$ cat src/rtl/cpu_run_ctrl_pkg.sv
// Shared definitions for the CPU run/halt/step sequencer.
// The 2-bit state encodings are also used by the seg7 display mux.
package cpu_run_ctrl_pkg;

    typedef enum logic [1:0] {
        ST_HALT = 2'b00,
        ST_RUN  = 2'b01,
        ST_STEP = 2'b10,
        ST_BRK  = 2'b11
    } run_state_t;

    // Synchroniser depth used for every asynchronous input of the sequencer.
    localparam int SYNC_STAGES = 2;

endpackage : cpu_run_ctrl_pkg

$ cat src/rtl/cpu_run_ctrl_if.sv
// CPU-side bus of the run controller: PC/breakpoint inputs, clock enable,
// state, breakpoint flag and retired-instruction count.
// master = the controller, slave = the CPU / observer side.
interface cpu_run_ctrl_if #(
    parameter int PC_W  = 32,
    parameter int CNT_W = 32
);
    logic [PC_W-1:0]  pc;
    logic             bp_en;
    logic [PC_W-1:0]  bp_addr;
    logic             cpu_ce;
    logic [1:0]       state_o;
    logic             bp_hit_o;
    logic [CNT_W-1:0] retired_o;

    modport master (
        input  pc, bp_en, bp_addr,
        output cpu_ce, state_o, bp_hit_o, retired_o
    );

    modport slave (
        output pc, bp_en, bp_addr,
        input  cpu_ce, state_o, bp_hit_o, retired_o
    );
endinterface : cpu_run_ctrl_if

$ cat src/rtl/cpu_run_ctrl_debounce.sv
// Button conditioner: 2-flop synchroniser, stable-level counter and a
// one-clk press pulse on each accepted rising level. A held button gives
// exactly one press; glitches shorter than 2^DEB_LOG2 clk are rejected.
module btn_debounce #(
    parameter int DEB_LOG2 = 20
) (
    input  logic clk,
    input  logic rstn,
    input  logic i_btn,
    output logic o_press
);
    logic                r_meta;
    logic                r_sync;
    logic                r_level;
    logic [DEB_LOG2-1:0] r_cnt;
    logic                r_press;

    // Synchronise, then accept a new level only after it has differed from
    // the accepted level for 2^DEB_LOG2 consecutive clk.
    always_ff @(posedge clk or negedge rstn) begin
        if (!rstn) begin
            r_meta  <= 1'b0;
            r_sync  <= 1'b0;
            r_level <= 1'b0;
            r_cnt   <= '0;
            r_press <= 1'b0;
        end else begin
            r_meta  <= i_btn;
            r_sync  <= r_meta;
            r_press <= 1'b0;
            if (r_sync == r_level) begin
                r_cnt <= '0;
            end else if (&r_cnt) begin
                r_level <= r_sync;
                r_cnt   <= '0;
                r_press <= r_sync;
            end else begin
                r_cnt <= r_cnt + 1'b1;
            end
        end
    end

    assign o_press = r_press;

endmodule : btn_debounce

$ cat src/rtl/cpu_run_ctrl.sv
// Run/halt/single-step sequencer producing a one-clk CPU clock enable.
// Optional PC breakpoint: define CPU_RUN_CTRL_BREAKPOINT_EN to enable it.
module cpu_run_ctrl
    import cpu_run_ctrl_pkg::*;
#(
    parameter int PC_W           = 32,
    parameter int CNT_W          = 32,
    parameter int TICK_FAST_LOG2 = 3,
    parameter int TICK_SLOW_LOG2 = 27,
    parameter int DEB_LOG2       = 20
) (
    input  logic          clk,
    input  logic          rstn,
    input  logic          slow_sel,
    input  logic          btn_run,
    input  logic          btn_step,
    cpu_run_ctrl_if.master bus
);
    localparam logic [TICK_SLOW_LOG2-1:0] FAST_MASK =
        TICK_SLOW_LOG2'((1 << TICK_FAST_LOG2) - 1);

    logic [SYNC_STAGES-1:0]    r_slow_sync;
    logic [TICK_SLOW_LOG2-1:0] r_tick_cnt;
    logic [TICK_SLOW_LOG2-1:0] w_tick_mask;
    logic                      w_tick;
    logic                      w_run_press;
    logic                      w_step_press;
    logic                      w_bp_trap;
    run_state_t                r_state;
    logic                      r_cpu_ce;
    logic [CNT_W-1:0]          r_retired;

    // Bring the rate switch into the clk domain.
    always_ff @(posedge clk or negedge rstn) begin
        if (!rstn) r_slow_sync <= '0;
        else       r_slow_sync <= {r_slow_sync[SYNC_STAGES-2:0], slow_sel};
    end

    // Free-running tick counter; the rate switch only changes the compare mask.
    always_ff @(posedge clk or negedge rstn) begin
        if (!rstn) r_tick_cnt <= '0;
        else       r_tick_cnt <= r_tick_cnt + 1'b1;
    end

    assign w_tick_mask = r_slow_sync[SYNC_STAGES-1] ? '1 : FAST_MASK;
    assign w_tick      = ((r_tick_cnt & w_tick_mask) == w_tick_mask);

    btn_debounce #(.DEB_LOG2(DEB_LOG2)) u_deb_run (
        .clk     (clk),
        .rstn    (rstn),
        .i_btn   (btn_run),
        .o_press (w_run_press)
    );

    btn_debounce #(.DEB_LOG2(DEB_LOG2)) u_deb_step (
        .clk     (clk),
        .rstn    (rstn),
        .i_btn   (btn_step),
        .o_press (w_step_press)
    );

`ifdef CPU_RUN_CTRL_BREAKPOINT_EN
    logic r_skip;

    // Skip lets the trapped instruction retire once after resuming.
    always_ff @(posedge clk or negedge rstn) begin
        if (!rstn)
            r_skip <= 1'b0;
        else if (r_state == ST_BRK && (w_run_press || w_step_press))
            r_skip <= 1'b1;
        else if (r_cpu_ce)
            r_skip <= 1'b0;
    end

    assign w_bp_trap    = bus.bp_en && (bus.pc == bus.bp_addr) && !r_skip;
    assign bus.bp_hit_o = (r_state == ST_BRK);
`else
    logic w_bp_unused;
    assign w_bp_unused  = ^{bus.pc, bus.bp_en, bus.bp_addr};
    assign w_bp_trap    = 1'b0;
    assign bus.bp_hit_o = 1'b0;
`endif

    // Sequencer FSM; cpu_ce is registered from the tick seen in this state.
    always_ff @(posedge clk or negedge rstn) begin
        if (!rstn) begin
            r_state  <= ST_HALT;
            r_cpu_ce <= 1'b0;
        end else begin
            r_cpu_ce <= 1'b0;
            case (r_state)
                ST_HALT: begin
                    if (w_run_press)       r_state <= ST_RUN;
                    else if (w_step_press) r_state <= ST_STEP;
                end
                ST_RUN: begin
                    if (w_run_press) begin
                        r_state <= ST_HALT;
                    end else if (w_tick) begin
                        if (w_bp_trap) r_state  <= ST_BRK;
                        else           r_cpu_ce <= 1'b1;
                    end
                end
                ST_STEP: begin
                    if (w_run_press) begin
                        r_state <= ST_RUN;
                    end else if (w_tick) begin
                        if (w_bp_trap) begin
                            r_state <= ST_BRK;
                        end else begin
                            r_cpu_ce <= 1'b1;
                            r_state  <= ST_HALT;
                        end
                    end
                end
                ST_BRK: begin
                    if (w_run_press)       r_state <= ST_RUN;
                    else if (w_step_press) r_state <= ST_STEP;
                end
                default: r_state <= ST_HALT;
            endcase
        end
    end

    // Retired-instruction counter, wraps naturally.
    always_ff @(posedge clk or negedge rstn) begin
        if (!rstn)         r_retired <= '0;
        else if (r_cpu_ce) r_retired <= r_retired + 1'b1;
    end

    assign bus.cpu_ce    = r_cpu_ce;
    assign bus.state_o   = r_state;
    assign bus.retired_o = r_retired;

endmodule : cpu_run_ctrl

$ cat src/flat_wrapper.sv
// flat-port wrapper written by rule: the top's interface ports become plain ports
module cpu_run_ctrl_flat import cpu_run_ctrl_pkg::*;
#(
    parameter int PC_W           = 32,
    parameter int CNT_W          = 32,
    parameter int TICK_FAST_LOG2 = 3,
    parameter int TICK_SLOW_LOG2 = 27,
    parameter int DEB_LOG2       = 20
)
  (clk, rstn, slow_sel, btn_run, btn_step, bus_pc, bus_bp_en, bus_bp_addr, bus_cpu_ce, bus_state_o, bus_bp_hit_o, bus_retired_o);
  cpu_run_ctrl_if #(.PC_W(PC_W), .CNT_W(CNT_W)) bus_i ();
  input  logic clk;
  input  logic rstn;
  input  logic slow_sel;
  input  logic btn_run;
  input  logic btn_step;
  input wire logic [$bits(bus_i.pc)-1:0] bus_pc;
  input wire logic [$bits(bus_i.bp_en)-1:0] bus_bp_en;
  input wire logic [$bits(bus_i.bp_addr)-1:0] bus_bp_addr;
  output wire logic [$bits(bus_i.cpu_ce)-1:0] bus_cpu_ce;
  output wire logic [$bits(bus_i.state_o)-1:0] bus_state_o;
  output wire logic [$bits(bus_i.bp_hit_o)-1:0] bus_bp_hit_o;
  output wire logic [$bits(bus_i.retired_o)-1:0] bus_retired_o;
  assign bus_i.pc = bus_pc;
  assign bus_i.bp_en = bus_bp_en;
  assign bus_i.bp_addr = bus_bp_addr;
  assign bus_cpu_ce = bus_i.cpu_ce;
  assign bus_state_o = bus_i.state_o;
  assign bus_bp_hit_o = bus_i.bp_hit_o;
  assign bus_retired_o = bus_i.retired_o;
  cpu_run_ctrl #(.PC_W(PC_W), .CNT_W(CNT_W), .TICK_FAST_LOG2(TICK_FAST_LOG2), .TICK_SLOW_LOG2(TICK_SLOW_LOG2), .DEB_LOG2(DEB_LOG2)) u_core (.clk(clk), .rstn(rstn), .slow_sel(slow_sel), .btn_run(btn_run), .btn_step(btn_step), .bus(bus_i));
endmodule
$ cat config.mk
export PLATFORM = sky130hd
export DESIGN_NAME = cpu_run_ctrl_flat
export DESIGN_NICKNAME = d
export VERILOG_FILES = /design/src/rtl/cpu_run_ctrl_pkg.sv /design/src/rtl/cpu_run_ctrl_if.sv /design/src/rtl/cpu_run_ctrl_debounce.sv /design/src/rtl/cpu_run_ctrl.sv /design/src/flat_wrapper.sv
export SDC_FILE = /design/constraint.sdc
export NUM_CORES = 1
export LEC_CHECK = 0
export CAP_MARGIN = 25
export CORE_MARGIN = 2
export CORE_UTILIZATION = 40
export DETAILED_ROUTE_END_ITERATION = 10
export MAX_ROUTING_LAYER = met4
export PLACE_DENSITY = 0.66
export SLEW_MARGIN = 10
export SYNTH_ARGS = -nofsm -noshare
export SYNTH_HDL_FRONTEND = slang
export SYNTH_SLANG_ARGS = --single-unit
$ cat constraint.sdc
create_clock -name clk -period 1.7 [get_ports clk]
set_clock_uncertainty 0.1 [all_clocks]
set_input_delay 0.255 -clock clk [delete_from_list [all_inputs] [get_ports clk]]
set_output_delay 0.255 -clock clk [all_outputs]
set_load 0.1 [all_outputs]
==> qor_table.md, run 1 <==
| Parameter | This run | Unit |
|---|---|---|
| Kind of launch point of the worst setup path | register | - |
| Final standard cell area without fillers | 7402 | sq um |
| Placed Instance Area | 6678 | sq um |
| Capture endpoint of the worst hold path | u_core.u_deb_run.r_meta | - |
| Setup repair after global routing missed its margin | yes | - |
| Post-synth design cell area | 5025 | sq um |
| Final estimated routing congestion in global placement | 0.7824 | - |
| Violated checks | negative setup slack | - |
| Commonest cells after routing, fill and taps aside | 90 x buf_4, 83 x dfrtp_1, 64 x xnor2_1 | - |
| Max Clk Rate | 574.3 | MHz |
| Yosys warning total | 0 | - |
| Status | finished with violations | - |
| Slowest stage cell on the critical path | dfrtp_1 | - |
| Critical path fanouts, max | 4 | - |
| Slack of the critical path | -0.04135 | ns |
| Worst r2r src | u_core.u_deb_step.r_cnt[0] | - |
| Share of the cycle needed by the critical path after routing | 1.024 | - |
| Pre-antenna DRT Iters | 4 | - |
| Distinct cell type count after synthesis | 38 | - |
| Final core utilization | 0.6086 | - |
| Number of H-tree branching levels | 3 | - |
| Depth of the worst register-to-register path | 7 | - |
| Number of nets with antenna violations after detailed routing | 0 | - |
| Filler cell count | 973 | - |
| Ordered cell list for the critical path | ha_2 -> nand4_1 -> nor4_4 -> buf_4 -> a21oi_1 -> o21ai_0 -> a21oi_2 | - |
| EDFF count, synth | 0 | - |
| DR vias | 3668 | - |
| Signal arrival time at the worst endpoint | 1.87 | ns |
| Remaining global-route overflow | 0 | - |
| DIE HEIGHT | 116.1 | um |
| Cell area power density | 671.6 | nW/um^2 |
| Number of failing hold endpoints at the final stage | 0 | - |
| Post-synthesis sequential area ratio | 0.5578 | - |
| TritonCTS buffer count | 9 | - |
| Effective utilization at floorplan | 0.4132 | - |
| I/O Buffers | 39 | - |
| Largest net degree at the start of global routing | 76 | - |
| Clock sinks | 112 | - |
| Floorplan Core Area | 12160 | sq um |
| Cells on Worst Hold Path | 1 | - |
| Classification of the worst setup path | reg2reg | - |
| Final-report max-slew violation count | 0 | - |
| Most common cell after layout, fill and taps aside | buf_4 | - |
| Maximum capacitance violations | 0 | - |
| Critical path required time | 1.83 | ns |
| Net count of the finished layout | 672 | - |
| Total buffers and inverters traversed by the critical path | 1 | - |
| Standard-cell row count | 40 | - |
| Mean area per synthesized cell | 11.17 | sq um |
| Register-to-register setup slack | -0.04 | ns |
| GRT Resource Usage Total | 0.1613 | - |
| CTS tree | built | - |
| Wire length of the first global-routing pass | 16680 | um |
| Vias in the first global route | 3721 | - |
| Type of the tightest min-delay check | in2reg | - |
| Count of boundary I/O pins | 106 | - |
| Most used flip-flop cell after synthesis | dfrtp_1 | - |
| DRC viols | 0 | - |
| Synth async-reset ratio | 1.000 | - |
| # setup viols final | 5 | - |
| Max rail drop VDD | 0.5175 | mV |
| Initial DRC count | 88 | - |
| Ranking of synthesized cells by area | dfrtp_1 56%, xnor2_1 11%, xor2_1 5.1% | - |
| Post-place setup slack | -0.01190 | ns |
| Number of buffers between clock root and the deepest sink | 2 | - |
| Area share of the leading cell type in the synthesized netlist | 0.5578 | - |
| Cell count after synthesis | 450 | - |
| Buffer type at the clock tree root | clkbuf_16 | - |
| Total Routed Length | 10360 | um |
| Horizontal extent of the die | 116.1 | um |
| Dpl hpwl | 6916 | um |
| Number of inserted diodes | 0 | - |
| Initial antenna violation count | 0 | - |
| Mean number of vias per cell | 4.776 | - |
| Number of nets in the synthesized netlist | 527 | - |
| Min-Delay Startpoint | btn_run | - |
| Top delay family on crit path | compound AO/OA/AOI/OAI gates | - |
| Final critical delay including setup and external delays | 1.741 | ns |
| Die ar. | 13470 | sq um |
| Synth-to-Final Area Change | 47.31 | % |
| Max stage delay on crit path | 0.36 | ns |
| Leakage component of the power | 3.314 | nW |
| Share of cells above drive strength 1 | 0.3967 | - |
| R2r endpoint | u_core.u_deb_step.r_cnt[19] | - |
| Yosys reg bits | 112 | - |
| Clock-pin slew on the worst setup and hold paths | 0.07 | ns |
| Kind of end point of the critical path | register | - |
| Average wire per cell in the routed design | 13.48 | um |
| Clock network latency to the later pin of the worst-skew pair | 0.35 | ns |
| Cell taking the most area after synthesis | dfrtp_1 | - |
-- worst max path at each step --
stage / start / end / slack (ns) / depth (start not counted)
2_1_floorplan: u_core.bus.retired_o[5] / u_core.bus.retired_o[28] / -0.27 / 5
3_3_place_gp: u_core.u_deb_run.r_cnt[0] / u_core.u_deb_run.r_cnt[6] / -0.01 / 7
3_5_place_dp: u_core.u_deb_run.r_cnt[0] / u_core.u_deb_run.r_cnt[17] / -0.01 / 7
4_1_cts: u_core.bus.retired_o[5] / u_core.bus.retired_o[26] / -0.01 / 5
5_1_grt: u_core.r_tick_cnt[1] / u_core.r_tick_cnt[26] / -0.15 / 6
6_report: u_core.u_deb_step.r_cnt[0] / u_core.u_deb_step.r_cnt[19] / -0.04 / 7
-- layout make-up --
class	count	area, sq um	area share
Tap cell	168	210.2	0.02840
Inverter	14	52.55	0.007099
Timing Repair Buffer	137	1538	0.2077
Sequential cell	112	2897	0.3913
Multi-Input combinational cell	321	2406	0.3251
Clock inverter	6	70.07	0.009466
Clock buffer	10	229.0	0.03093
-- registers in the layout (all words and copies together), names as in the netlist, 2 cells and up --
name,count
u_core.u_deb_step.r_cnt,20
u_core.r_slow_sync,2
u_core.bus.retired_o,32
u_core.bus.state_o,2
u_core.r_tick_cnt,27
u_core.u_deb_run.r_cnt,20
-- per-stage QoR --
step | total power, mW | hold WS (ns) | TNS [ns] | std cells
3_5_place_dp | 2.893 | 0.2090 | -0.08022 | 734
2_1_floorplan | 2.801 | -0.1406 | -2.842 | 450
6_report | 4.971 | 0.2315 | -0.07510 | 768
5_1_grt | 5.163 | 0.2224 | -2.273 | 768
3_3_place_gp | 2.888 | 0.2048 | -0.1079 | 734
4_1_cts | 5.016 | 0.2197 | -0.01382 | 752
-- synthesized netlist by cell type (2+ instances only) --
cell and n:
ha_1 7, a21oi_1 4, nand2_1 32, inv_1 14, mux2_2 3, nor2_1 58
nand3_2 3, o21ai_0 3, nor2b_1 2, nor4_1 6, xor2_1 29, nand3_1 35
nand2b_1 2, nand4_1 22, and4_1 7, nor3_1 10, buf_6 3, nor4_4 4
dfrtp_1 112, xnor2_1 64, and2_1 4, and3_1 10
-- per-layer routing --
| metal | global-route usage | part of all wire |
|---|---|---|
| met1 | 0.1910 | 0.42 |
| met2 | 0.2772 | 0.53 |
| met3 | 0.03452 | 0.029 |
| met4 | 0.04841 | 0.015 |
| met5 | - | 0 |
-- worst reg2reg max path: cells and delay by family (launching register included) --
family / cells / cell delay (ns)
buffers and inverters: 1 / 0.18
flip-flops: 1 / 0.36
adder cells (fa/ha/maj): 1 / 0.19
AO/OA/AOI/OAI: 3 / 0.41
AND/OR/NAND/NOR: 2 / 0.37
-- report_power, final --
part | internal [mW] | total (mW) | switching, mW
Clock | 1.15 | 2.10 | 0.957
Sequential | 2.68 | 2.69 | 0.0126
Combinational | 0.0657 | 0.173 | 0.108
Total | 3.89 | 4.97 | 1.08
-- what timing repair did --
item                                   CTS  global route
hold buffers                             1             0
setup endpoints to repair               22            64
cloned                                   0             3
setup buffers                            1            14
pin swaps                                3            29
endpoints found under the hold margin  112             0
resized for setup                        4            55
-- cells by family (layout without fill, tap and decap cells) --
kind of cell,after synthesis,after routing,synth area share
AND/OR/NAND/NOR,205,206,0.2221
XOR/XNOR,93,93,0.1621
flip-flops,112,112,0.5578
AO/OA/AOI/OAI,11,11,0.01444
buffers and inverters,18,167,0.01868
other,1,1,0.0007463
adder cells (fa/ha/maj),7,7,0.01743
multiplexers,3,3,0.006723
Power figures use the tool's default switching activity.
==> run 2, diff against run 1 <==
CORE_UTILIZATION = 46   (was 40)
CTS_BUF_LIST = sky130_fd_sc_hd__clkbuf_4 sky130_fd_sc_hd__clkbuf_8 sky130_fd_sc_hd__clkbuf_16   (was default)
PLACE_DENSITY = 0.74   (was 0.66)
==> run 2 against run 1 <==
  * The run still ends with negative setup slack left
  * Fmax decreased by 0.63%
  * Flip-flop and latch count unchanged
  * Sequential power about the same
  * Sequential share of layout area increased by 0.89 points
  * Critical path depth decreased by 1
  * Die area decreased by 13%
  * Combinational power increased by 8%
  * Clock power decreased by 23%
  * Global-route usage increased by 3.4 points
==> qor_table.md, run 2 (synthesis results as in run 1) <==
| Parameter | This run | Unit | Delta |
|---|---|---|---|
| Slack of the critical path | -0.05246 | ns | -0.01110 ns |
| CTS tree | built | - |  |
| Clock share of power | 0.359 | - | -0.064 |
| Net count of the finished layout | 669 | - | -0.45% |
| TritonCTS buffer count | 9 | - | unchanged |
| Signal arrival time at the worst endpoint | 1.93 | ns | +0.06 ns |
| Max rail drop VDD | 0.3255 | mV | -37% |
| Share of cells above drive strength 1 | 0.3886 | - | -0.008057 |
| Number of flip-flops under the largest register name | 32 | - | unchanged |
| DR vias | 3770 | - | +2.8% |
| Final standard cell area without fillers | 7238 | sq um | -2.2% |
| DIE HEIGHT | 108.5 | um | -6.5% |
| Top delay family on crit path | simple AND/OR/NAND/NOR gates | - |  |
| Remaining global-route overflow | 0 | - | unchanged |
| Max Clk Rate | 570.6 | MHz | -0.63% |
| Leakage component of the power | 3.246 | nW | -2.1% |
| Internal power | 3.469 | mW | -11% |
| Number of failing hold endpoints at the final stage | 0 | - | unchanged |
| Slowest stage cell on the critical path | dfrtp_4 | - |  |
| Final-report max-slew violation count | 0 | - | unchanged |
| Clock sinks | 112 | - | unchanged |
| Initial DRC count | 119 | - | +35% |
| Number of inserted diodes | 0 | - | unchanged |
| DRC viols | 0 | - | unchanged |
| Count of boundary I/O pins | 106 | - | unchanged |
| Clock-pin slew on the worst setup and hold paths | 0.10 | ns | +0.03 ns |
| Initial antenna violation count | 0 | - | unchanged |
| Cell area power density | 620.6 | nW/um^2 | -7.6% |
| Standard-cell row count | 38 | - | -5.0% |
| Portion of total power attributed to combinational logic | 0.041 | - | +0.006 |
| # setup viols final | 6 | - | +1 |
| Commonest cells after routing, fill and taps aside | 85 x buf_4, 83 x dfrtp_1, 62 x xnor2_1 | - |  |
| Critical path fanouts, max | 4 | - | unchanged |
| GRT Resource Usage Total | 0.1952 | - | +0.03391 |
| I/O Buffers | 39 | - | unchanged |
| Status | finished with violations | - |  |
| Sequential power share | 0.600 | - | +0.058 |
| Critical path required time | 1.88 | ns | +0.05 ns |
| Violated checks | negative setup slack | - |  |
| Worst hold margin | 0.1933 | ns | -0.03818 ns |
| Pre-antenna DRT Iters | 4 | - | unchanged |
| Type of the tightest min-delay check | in2reg | - |  |
| Kind of end point of the critical path | register | - |  |
| Classification of the worst setup path | reg2reg | - |  |
| Largest net degree at the start of global routing | 36 | - | -53% |
| Ordered cell list for the critical path | nand4_1 -> or2_4 -> buf_6 -> nor3_4 -> nand3_2 -> xnor2_2 | - |  |
| Worst slew pin tran | 0.5071 | ns |  |
| Total buffers and inverters traversed by the critical path | 1 | - | unchanged |
| Kind of launch point of the worst setup path | register | - |  |
| Number of nets with antenna violations after detailed routing | 0 | - | unchanged |
| Final estimated routing congestion in global placement | 0.8005 | - | +2.3% |
| Vias in the first global route | 3854 | - | +3.6% |
| Headroom to the max-slew limit | 0.6619 | - |  |
| Mean number of vias per cell | 5.115 | - | +7.1% |
| Number of H-tree branching levels | 3 | - | unchanged |
| Net Sw Frac | 0.2278 | - | +0.01111 |
| Most common cell after layout, fill and taps aside | buf_4 | - |  |
| Effective utilization at floorplan | 0.4676 | - | +0.05446 |
| Buffer type at the clock tree root | clkbuf_8 | - |  |
| Min-Delay Startpoint | btn_run | - |  |
| Final critical delay including setup and external delays | 1.752 | ns | +0.01110 ns |
| Share of the cycle needed by the critical path after routing | 1.031 | - | +0.006531 |
| Start point of the critical path | u_core.bus.retired_o[8] | - |  |
| Worst r2r src | u_core.bus.retired_o[8] | - |  |
| Dpl hpwl | 7392 | um | +6.9% |
| Wire length of the first global-routing pass | 17550 | um | +5.2% |
| Clock network latency to the later pin of the worst-skew pair | 0.39 | ns | +0.04 ns |
| Switching power | 1.023 | mW | -5.0% |
| Average wire per cell in the routed design | 14.99 | um | +11% |
| Max stage delay on crit path | 0.42 | ns | +0.06 ns |
| Maximum capacitance violations | 0 | - | unchanged |
| Floorplan Core Area | 10750 | sq um | -12% |
| Synth-to-Final Area Change | 44.05 | % |  |
| Number of buffers between clock root and the deepest sink | 2 | - | unchanged |
| Placed Instance Area | 6630 | sq um | -0.71% |
| Horizontal extent of the die | 108.5 | um | -6.5% |
| Setup repair after global routing missed its margin | yes | - |  |
| Die ar. | 11780 | sq um | -13% |
| Total Routed Length | 11050 | um | +6.7% |
-- run 2: cell types whose count changed in the layout (fill, tap and decap cells not counted), moves of 2 or more --
cell / previous run / this run
buf_4: 90 / 85
nor2_4: 4 / 0
nand3_2: 7 / 5
buf_12: 37 / 39
nor4_4: 8 / 6
clkbuf_16: 10 / 1
xnor2_2: 0 / 2
nor2_1: 52 / 55
clkinv_4: 2 / 0
nand2_2: 7 / 5
clkbuf_4: 0 / 2
nor4_2: 1 / 3
xnor2_1: 64 / 62
clkbuf_8: 0 / 9
-- run 2: worst register-to-register path: cells and delay by family, from the launching register on --
family,cells,cell delay [ns]
AND/OR/NAND/NOR,4,0.84
flip-flops,1,0.42
XOR/XNOR,1,0.16
buffers and inverters,1,0.13
-- run 2: power groups by stage --
stage | logic, mW | clock network (mW) | registers, mW
6_report | 0.186 | 1.61 | 2.70
5_1_grt | 0.207 | 1.75 | 2.70
4_1_cts | 0.164 | 1.64 | 2.69
3_5_place_dp | 0.158 | 0 | 2.75
3_3_place_gp | 0.153 | 0 | 2.75
2_1_floorplan | 0.0541 | 0 | 2.75
-- run 2: layout make-up --
class	count	area (sq um)
fillers	761	3507
flip-flops and latches	112	2897
multi-input cells	321	2377
repair buffers	134	1540
well taps	140	175.2
clock buffers	11	138.9
clock inverters	5	57.56
inverters	14	52.55
-- run 2: through the flow --
step | util | total power [mW] | setup TNS (ns) | worst slack [ns] | std cells
6_report | 0.6736 | 4.492 | -0.1755 | -0.05246 | 737
5_1_grt | 0.6736 | 4.658 | -2.420 | -0.1330 | 737
4_1_cts | 0.6432 | 4.497 | -0.1428 | -0.05357 | 721
3_5_place_dp | 0.6170 | 2.905 | -1.717 | -0.09289 | 701
3_3_place_gp | 0.6170 | 2.898 | -0.09971 | -0.01093 | 701
2_1_floorplan | - | 2.801 | -2.842 | -0.2714 | 450
-- run 2: final timing paths --
kind	slack, ns	end	depth (start not counted)
hold reg to reg	0.26	u_core.u_deb_step.r_sync	0
min in group asynchronous	0.29	u_core.r_tick_cnt[10]	2
max in group asynchronous	0.63	u_core.bus.retired_o[16]	3
setup reg to reg	-0.05	u_core.bus.retired_o[22]	6
setup / recovery	-0.05	u_core.bus.retired_o[22]	6
hold / removal	0.19	u_core.u_deb_run.r_meta	1
-- run 2: timing repair --
action	4_1_cts	5_1_grt
pin swaps	4	27
hold buffers	1	0
cloned	1	2
endpoints found under the setup margin	46	60
buffers inserted	2	14
endpoints found under the hold margin	31	0
resized for setup	13	40
-- run 2: per-layer routing --
layer  vias to the layer above  routed length (um)  part of all wire  GRT usage
met5                         -                   0                 0          -
met1                      1894                4660              0.42     0.2324
met4                         0                 189             0.017    0.07784
met3                        15                 333             0.030    0.02954
met2                        56                5865              0.53     0.3330
li1                       1805                   -                 -          -
